[config.mk]
export PLATFORM = sky130hd
export DESIGN_NAME = rs_encoder
export DESIGN_NICKNAME = d
export VERILOG_FILES = /design/src/rtl/rs_encoder.sv
export SDC_FILE = /design/constraint.sdc
export NUM_CORES = 1
export LEC_CHECK = 0
export ABC_AREA = 0
export BUFFER_PORTS_ARGS = -buffer_cell sky130_fd_sc_hd__clkbuf_2
export CORE_MARGIN = 5
export CORE_UTILIZATION = 42
export CTS_BUF_LIST = sky130_fd_sc_hd__clkbuf_4
export DETAILED_ROUTE_END_ITERATION = 7
export HOLD_SLACK_MARGIN = 0.1
export MAX_ROUTING_LAYER = met4
export REMOVE_ABC_BUFFERS = 1
export SLEW_MARGIN = 40
export SYNTH_ARGS = -nofsm -noshare
export SYNTH_HDL_FRONTEND = slang
export SYNTH_SLANG_ARGS = --single-unit
export TNS_END_PERCENT = 1
[constraint.sdc]
create_clock -name Clk -period 3.5 [get_ports Clk]
set_input_delay 1.05 -clock Clk [delete_from_list [all_inputs] [get_ports Clk]]
set_output_delay 1.05 -clock Clk [all_outputs]
set_load 0.01 [all_outputs]
[src/rtl/rs_encoder.sv]
// Systematic RS(K+16, K) encoder over GF(2^8) (poly 0x11D, alpha = 0x02, generator roots alpha^0..alpha^15).
// Message bytes pass straight through; the 16 parity bytes follow, highest degree first.
module rs_encoder #(
  parameter int K = 188
) (
  input  logic       Clk,
  input  logic       Reset,
  input  logic [7:0] Msg_In,
  input  logic       In_Valid,
  output logic       In_Ready,
  output logic [7:0] Code_Out,
  output logic       Out_Valid,
  output logic       Out_Sop,
  output logic       Out_Eop
);

  localparam int NPAR = 16;
  localparam int N = K + NPAR;
  localparam logic [7:0] LAST_MSG = 8'(K - 1);
  localparam logic [7:0] LAST_SYM = 8'(N - 1);

  // g0..g15 of g(x) = prod (x - alpha^i), i = 0..15; g16 = 1 is implicit
  localparam logic [7:0] GEN [NPAR] = '{
    8'd59,  8'd36,  8'd50,  8'd98,  8'd229, 8'd41,  8'd65,  8'd163,
    8'd8,   8'd30,  8'd209, 8'd68,  8'd189, 8'd104, 8'd13,  8'd59
  };

  typedef enum logic {DATA, PARITY} state_t;

  state_t     state;
  logic [7:0] sym_cnt;
  logic [7:0] par [NPAR];
  logic [7:0] fb;
  logic [7:0] fb_prod [NPAR];
  logic       accept;

  // With b a constant, this collapses to a fixed XOR network
  function automatic logic [7:0] gf_mul(input logic [7:0] a, input logic [7:0] b);
    logic [7:0] p;
    logic [7:0] x;
    p = 8'd0;
    x = a;
    for (int i = 0; i < 8; i++) begin
      if (b[i]) p = p ^ x;
      x = {x[6:0], 1'b0} ^ (x[7] ? 8'h1D : 8'h00);
    end
    return p;
  endfunction

  assign In_Ready = (state == DATA) && !Reset;
  assign accept   = In_Valid && (state == DATA);
  assign fb       = Msg_In ^ par[NPAR-1];

  always_comb begin
    for (int i = 0; i < NPAR; i++) begin
      fb_prod[i] = gf_mul(fb, GEN[i]);
    end
  end

  always_ff @(posedge Clk) begin
    if (Reset) begin
      state     <= DATA;
      sym_cnt   <= 8'd0;
      Code_Out  <= 8'd0;
      Out_Valid <= 1'b0;
      Out_Sop   <= 1'b0;
      Out_Eop   <= 1'b0;
      for (int i = 0; i < NPAR; i++) begin
        par[i] <= 8'd0;
      end
    end else begin
      Out_Sop <= 1'b0;
      Out_Eop <= 1'b0;
      case (state)
        DATA: begin
          Out_Valid <= accept;
          if (accept) begin
            Code_Out <= Msg_In;
            Out_Sop  <= (sym_cnt == 8'd0);
            par[0]   <= fb_prod[0];
            for (int i = 1; i < NPAR; i++) begin
              par[i] <= par[i-1] ^ fb_prod[i];
            end
            sym_cnt <= sym_cnt + 8'd1;
            if (sym_cnt == LAST_MSG) state <= PARITY;
          end
        end
        PARITY: begin
          // Shifting zeros in leaves the register cleared for the next block
          Out_Valid <= 1'b1;
          Code_Out  <= par[NPAR-1];
          par[0]    <= 8'd0;
          for (int i = 1; i < NPAR; i++) begin
            par[i] <= par[i-1];
          end
          if (sym_cnt == LAST_SYM) begin
            state   <= DATA;
            sym_cnt <= 8'd0;
            Out_Eop <= 1'b1;
          end else begin
            sym_cnt <= sym_cnt + 8'd1;
          end
        end
        default: state <= DATA;
      endcase
    end
  end

endmodule

### Word level (Yosys, flattened, before mapping)

Memories as Yosys holds them, arrays and structs flattened.
Index checks and enable logic that the tools add are counted.

* bits in registers: 20
* bits in writable memories: 128
* bits of input ports: 11
* output and inout port bits: 12
* word-level logic and storage cells: 164
* memories kept: 1

Memory list
* par: depth 16, bits a word 8, read ports 16, clocked after Yosys merged registers in 0, wr ports 16, line 32 `logic [7:0] par [NPAR];`

* add/sub/neg operators: 1
* equal/unequal tests: 3
* muxes and demuxes: 59
* bitwise operators: 88
* reductions and logical operators: 6

Operators by type and width (count)
* $xor 8x8->8: 51
* $mux 8: 35
* $mux 5: 7
* $or 1x1->1: 32
* $pmux 8 s2: 2
* $xor 8x5->8: 3
* $eq 8x8->1 const B: 2
* $mux 1: 13
* $add 8x1->8 const B: 1
* $logic_not 8->1: 1
* $pmux 1 s2: 2
* $reduce_or 3->1: 1
* $logic_and 1x1->1: 2
* $ne 2x2->1 const B: 1
* $not 1->1: 2
* $reduce_or 2->1: 1
* $logic_not 1->1: 1

### Longest topological paths before layout

Gate-level depths: netlist of run 1.

* depth after elaboration: 19
* mapped depth: 7
* depth with buffers taken out: 7

### Worst setup path after synthesis of run 1

No wires, ideal clock.

* path kind: input to register
* start point: input port Msg_In[2]
* end point: memory par[10][1] (data pin)
* library setup time: 0.147 ns
* data arrival time: 3.083 ns
* required time: 3.353 ns
* path slack: 0.270 ns
* cell stages on the path: 7
* path buffers: 1
* path through: xnor2_1 -> buf_2 -> xor2_1 -> xnor2_1 -> xnor2_1 -> or3_1 -> a21oi_1

RTL lines
* start, declared: line 8 `input logic [7:0] Msg_In,`
* end, declared: line 32

==> metrics.md, run 1 <==
| Metric | Value |
|---|---|
| Post-Synthesis Cells | `825` |
| First-pass DRT Iterations | `5` |
| Synth area leaders | `edfxtp_1 44%, xnor2_1 9.9%, o21ai_0 5.7%` |
| Root Buffer | `clkbuf_4` |
| Most frequent cells in the layout | `128 x edfxtp_1, 99 x o21ai_0, 97 x xnor2_1` |
| IO Pins | `23` |
| Via/cell ratio | `5.34` |
| Startpoint types | `input port` |
| I/O Buffers | `22` |
| DRT antenna net count | `0` |
| Num CTS Buffers | `17` |
| Clock transition at the registers of the reported paths | `120 ps` |
| Syn Area/Cell | `10.5 sq um` |
| Hold_sp | `sym_cnt[1]` |
| Routed vias | `6140` |
| CP max stage delay | `610 ps` |
| Async SR Flop Fraction | `0` |
| Status | `completed` |
| Seq. cell area | `4250 sq um` |
| Area of the multi-input gates | `4160 sq um` |
| Register area share after synthesis | `0.491` |
| Critical Path End Type | `flip-flop` |
| Synthesized area | `8650 sq um` |
| Die Span X | `154 um` |
| Area Overhead vs Synth | `12.0%` |
| Crit Path Category | `in2reg` |
| Ys Warns | `0` |
| Vias in the first global route | `5735` |
| Initial antenna violation count | `0` |
| Worst Tran Pin Value | `782 ps` |
| Fin area | `9690 sq um` |
| Layout cell share with drive strength beyond 1 | `0.149` |
| GPL Wtd Cong | `0.846` |
| Hold Buf Count CTS | `0` |
| Period utilization | `0.794` |
| Starting Density | `0.428` |
| Yosys top cell area share | `0.444` |
| RR Startpoint | `par[15][7]` |
| Commonest non-fill, non-tap cell in the layout | `edfxtp_1` |
| Final setup vio count | `0` |
| Gr usage total | `0.188` |
| Diode count | `0` |
| Postcts setup bufs | `0` |
| Top_reg_cell synth | `edfxtp_1` |
| Slew Limit Fails | `0` |
| Reg2Reg Setup Slack | `800 ps` |
| Max_cap viols | `0` |
| Fin crit period | `2780 ps` |
| Initial DRC Count | `653` |
| Relative slew slack | `0.475` |
| Netlist cell types | `46` |
| HPWL after detailed placement | `14.7 mm` |
| Max Freq | `0.360 GHz` |
| Height of the die | `154 um` |
| TritonCTS clock tree | `yes` |
| Final Hold Viols | `0` |
| Final Skew | `16.3 ps` |
| Die ar. | `23600 sq um` |
| Grt total ovfl | `0` |
| Worst path arrival time | `3100 ps` |
| Clock Latency Late Sink | `570 ps` |
| RSZ-0062 raised after global routing | `no` |
| CTS sink cnt | `148` |
| Core area | `20200 sq um` |
| Wire per inst | `18.6 um` |
| First-pass GRT wire length | `33.4 mm` |
| Nets@finish | `880` |
| Worst path bufs/invs | `1` |
| Wirelength, routed | `21.3 mm` |
| Crit path cell chain | `clkbuf_2, xor2_4, xnor3_2, xnor2_4, xor2_1, o211ai_1, nor2b_1` |
| Filler cell count | `1844` |
| Cell Count, Final, Fillers Out | `1150` |
| Number of enable flip-flop cells after synthesis | `128` |
| CP max stage cell | `xnor3_2` |
| Drt drc | `0` |
| Htree depth | `4` |
| Reg2Reg Depth | `6` |
| Worst r2r dst | `par[9][5]` |
| FP Rows | `52` |
| Largest net degree at the start of global routing | `72` |
| CP required | `3820 ps` |
| Top delay family on crit path | `XOR/XNOR gates` |
| Post-CTS sizing | `0` |
| Top cell type by total area after synthesis | `edfxtp_1` |
| CP Depth | `7` |
| Worst Hold Class | `reg2reg` |
| Seq cells post-synth | `148` |
| Hold EP | `sym_cnt[1]` |
| Hold depth | `2` |
| Post-DP Area | `9370 sq um` |
| Crit path max fanout | `9` |
| Dpl cells | `1118` |
| Clk buf depth | `2` |
through the flow:
stage,setup TNS (ps),setup WS [ps],hold WS [ps],utilization
after floorplan,-3800,-328,451,-
after global placement,0,212,472,0.463
after detailed placement,0,189,484,0.463
after CTS,0,800,501,0.479
after global routing,0,700,539,0.479
final,0,723,497,0.479
worst register-to-register path: stages (launching register included):
cell,delay (ps)
edfxtp_1,570
xor2_4,460
xnor3_2,620
xnor2_4,310
xor2_1,230
o211ai_1,110
nor2b_1,170
metal layers:
metal / track usage / vias to the layer above / wire, um / part of all wire
li1: - / 2977 / - / -
met1: 0.263 / 2972 / 10000 / 0.47
met2: 0.287 / 166 / 9900 / 0.46
met3: 0.0323 / 25 / 1120 / 0.052
met4: 0.0467 / 0 / 331 / 0.016
met5: - / - / 0 / 0
flip-flops by register name (all words and copies together) (netlist names):
register / flops
Out_Eop: 1
state: 1
par: 128
Code_Out: 8
Out_Sop: 1
Out_Valid: 1
sym_cnt: 8
cell type report:
class / count / area share
flip-flops and latches: 148 / 0.438
multi-input cells: 611 / 0.429
repair buffers: 68 / 0.0573
well taps: 270 / 0.0349
clock inverters: 12 / 0.0168
clock buffers: 20 / 0.0155
inverters: 21 / 0.00814
kinds of logic (layout without fill, tap and decap cells):
family,after synthesis,count (layout),synth area share
compound gates,200,200,0.126
simple gates,246,246,0.130
xor+xnor,154,154,0.208
buf+inv,66,121,0.0320
flops,148,148,0.491
fa+ha+maj,2,2,0.00289
mux,9,9,0.0106
worst max-delay path by stage:
stage               from          to  slack (ps)
2_1_floorplan  Msg_In[2]  par[12][2]        -330
3_3_place_gp   Msg_In[7]  par[10][6]         210
3_5_place_dp   Msg_In[7]   par[9][5]         190
4_1_cts        Msg_In[5]  par[10][4]         800
5_1_grt        Msg_In[5]  par[10][4]         700
6_report       Msg_In[7]   par[9][5]         720
cell usage after synthesis, drive strengths merged, types with 9 or more instances:
library cell / count
inv: 21
o21ai: 103
xnor3: 13
a21oi: 65
nand3: 9
xor2: 24
xnor2: 116
o31ai: 21
clkbuf: 34
buf: 10
nand2b: 13
nor2: 67
or3: 38
dfxtp: 20
edfxtp: 128
nand2: 96
Power of run 1 is not shown: default switching activity piles up to over one toggle a cycle in this logic, so the estimate is an artifact.
==> run 2: changes to the inputs <==
--- a/config.mk
+++ b/config.mk
@@ -5,7 +5,7 @@
 export SDC_FILE = /design/constraint.sdc
 export NUM_CORES = 1
 export LEC_CHECK = 0
-export ABC_AREA = 0
+export ABC_AREA = 1
 export BUFFER_PORTS_ARGS = -buffer_cell sky130_fd_sc_hd__clkbuf_2
 export CORE_MARGIN = 5
 export CORE_UTILIZATION = 42
==> constraint.sdc (replaced) <==
create_clock -name Clk -period 2.6 [get_ports Clk]
set_input_delay 0.78 -clock Clk [delete_from_list [all_inputs] [get_ports Clk]]
set_output_delay 0.78 -clock Clk [all_outputs]
set_load 0.01 [all_outputs]
==> metrics.md, run 2 <==
| Metric | Value |
|---|---|
| Status | `completed` |
| Top cell type by total area after synthesis | `edfxtp_1` |
| Post-CTS sizing | `0` |
| Sw Share | `0.471` |
| Count leader, synth | `nand2_1` |
| Drt drc | `0` |
| Critical Path End Type | `flip-flop` |
| Core area | `21100 sq um` |
| Largest net degree at the start of global routing | `47` |
| Syn Area/Cell | `8.00 sq um` |
| Clock share of power | `0.094` |
| Vias in the first global route | `7427` |
| Grt total ovfl | `0` |
| Htree depth | `4` |
| Register area share after synthesis | `0.471` |
| TritonCTS clock tree | `yes` |
| First-pass DRT Iterations | `5` |
| Root Buffer | `clkbuf_4` |
| Largest register by flop count | `par` |
| Crit Path Category | `reg2reg` |
| Flop pwr share | `0.239` |
| Wirelength, routed | `29.0 mm` |
| Top_reg_cell synth | `edfxtp_1` |
| Final Skew | `34.7 ps` |
| CP max stage cell | `xor2_1` |
| Period utilization | `0.937` |
| Wire per inst | `18.2 um` |
| Slew Limit Fails | `0` |
| Netlist cell types | `38` |
| Layout cell share with drive strength beyond 1 | `0.219` |
| Die ar. | `24500 sq um` |
| First-pass GRT wire length | `43.9 mm` |
| Max reg flops | `128` |
| Worst Tran Pin Value | `528 ps` |
| Ys Warns | `0` |
| Seq cells post-synth | `148` |
| Postcts setup bufs | `0` |
| Area Overhead vs Synth | `22.5%` |
| RR Startpoint | `par[15][6]` |
| Post-Synthesis Cells | `1127` |
| Worst Hold Class | `in2reg` |
| I/O Buffers | `22` |
| Crit path max fanout | `6` |
| Final Hold Viols | `0` |
| Setup TNS Final | `0 ps` |
| Initial antenna violation count | `1` |
| Max Freq | `0.411 GHz` |
| Biggest regs | `par: 128 flops, Code_Out: 8 flops, sym_cnt: 8 flops` |
| Initial DRC Count | `711` |
| Cell area power density | `1540 nW/um^2` |
| Filler cell count | `2001` |
| Number of enable flip-flop cells after synthesis | `128` |
| Max IR drop VDD | `509 uV` |
| Most frequent cells in the layout | `329 x nand2_1, 155 x buf_4, 128 x edfxtp_1` |
| Starting Density | `0.428` |
| Synth top cells by count | `332 x nand2_1, 128 x edfxtp_1, 117 x inv_1` |
| Gr usage total | `0.247` |
| GPL Wtd Cong | `0.971` |
| Crit path from | `par[15][6]` |
| Power Internal | `8.98 mW` |
| Die Span X | `157 um` |
| Async SR Flop Fraction | `0` |
| GR Util met1 | `0.346` |
| RSZ-0062 raised after global routing | `yes` |
| Yosys top cell area share | `0.426` |
| Logic gate share of total power | `0.666` |
| Synth area leaders | `edfxtp_1 43%, nand2_1 14%, xor2_1 5.9%` |
| Clock transition at the registers of the reported paths | `140 ps` |
| DRT antenna net count | `0` |
| Gr busiest metal | `met2` |
| Relative slew slack | `0.647` |
| Max_cap viols | `0` |
| Synthesized area | `9020 sq um` |
| Nets@finish | `1316` |
| Reg2Reg Depth | `11` |
| Height of the die | `157 um` |
| Startpoint types | `flip-flop` |
| Routed vias | `8169` |
| M2 GR Usage | `0.381` |
| Clk buf depth | `2` |
| HPWL after detailed placement | `21.9 mm` |
| Via/cell ratio | `5.13` |
| Fin crit period | `2440 ps` |
| Worst path arrival time | `2740 ps` |
| CP required | `2910 ps` |
| Fin util | `0.524` |
| Num CTS Buffers | `17` |
| Crit path cell chain | `inv_1, nand2_1, nand2_2, buf_4, xnor2_1, inv_1, buf_4, xor2_1, o21ai_0, nand2_1, nor2_1` |
| Commonest non-fill, non-tap cell in the layout | `nand2_1` |
| CP max stage delay | `440 ps` |
| Clock Latency Late Sink | `570 ps` |
| Psw | `8.01 mW` |
| Final setup vio count | `0` |
| CTS sink cnt | `148` |
| IO Pins | `23` |
| Hold Buf Count CTS | `0` |
| Reg2Reg Setup Slack | `160 ps` |
| Worst r2r dst | `par[15][1]` |
| Crit path to | `par[15][1]` |
| Leak Pwr | `5.21 nW` |
| Met3 Use GR | `0.0379` |
| FP Rows | `53` |
==> run 2: cell types whose count changed after synthesis, moves of 26 or more <==
cell     change
nand2_1    +236
inv_1       +96
xnor2_1     -87
nand3_1     +57
xor2_1      +39
or3_1       -36
nand2_2     +30
a21oi_1     +29
o21ai_0     -26
==> run 2: cells by family after synthesis <==
logic type,synth area share
AO/OA/AOI/OAI,0.108
AND/OR/NAND/NOR,0.265
flip-flops,0.471
XOR/XNOR,0.0843
buffers and inverters,0.0694
adder cells (fa/ha/maj),0.00277
==> run 2: layer usage <==
| layer | vias to the layer above | routed length, um |
|---|---|---|
| met1 | 3814 | 13500 |
| met2 | 271 | 13300 |
| met5 | - | 0 |
| met4 | 0 | 521 |
| met3 | 31 | 1670 |
| li1 | 4053 | - |
==> run 2: layout make-up <==
type	count	area, sq um	share of cell area
antenna	2	5.00	0.000453
inverter	125	469	0.0425
tap	275	344	0.0311
timing repair buffer	189	1510	0.137
multi-input combinational	822	4170	0.378
clock buffer	19	143	0.0129
clock inverter	13	158	0.0143
sequential	148	4240	0.384
==> run 2: critical path: cells and delay by family, from the launching register on <==
kind	cells	cell delay [ps]
DFF	1	420
AOI/OAI and AO/OA	1	140
buffers and inverters	4	580
xor gates and xnor gates	2	700
and+or+nand+nor	4	360
==> run 2: worst min path at each step <==
stage                     startpoint         end  slack, ps  cells after the start
after floorplan           sym_cnt[6]     Out_Eop        480                      2
after global placement    sym_cnt[5]  sym_cnt[5]        500                      2
after detailed placement  sym_cnt[5]  sym_cnt[5]        530                      2
after CTS                      Reset       state        410                      2
after global routing           Reset       state        430                      2
final                          Reset       state        470                      2
==> run 2: metrics by stage <==
stage                     area (sq um)  worst slack [ps]  std cells  total power, mW  hold WS, ps
after global routing             11000             -6.96       1593             18.3          432
after CTS                        11000              93.8       1591             16.9          413
final                            11000               165       1593             17.0          472
after detailed placement         10700              -256       1559             15.2          526
after floorplan                   8860             -2090       1095             10.1          485
after global placement           10700              -220       1559             15.1          503
==> run 2: power by group through the flow <==
stage / Sequential [mW] / Clock, mW / Combinational [mW]
after floorplan: 3.96 / 0 / 6.17
after global placement: 4.10 / 0 / 11.0
after detailed placement: 4.12 / 0 / 11.1
after CTS: 4.07 / 1.65 / 11.2
after global routing: 4.14 / 1.75 / 12.4
final: 4.06 / 1.60 / 11.3
No activity file was read; power rests on OpenSTA's default activity.
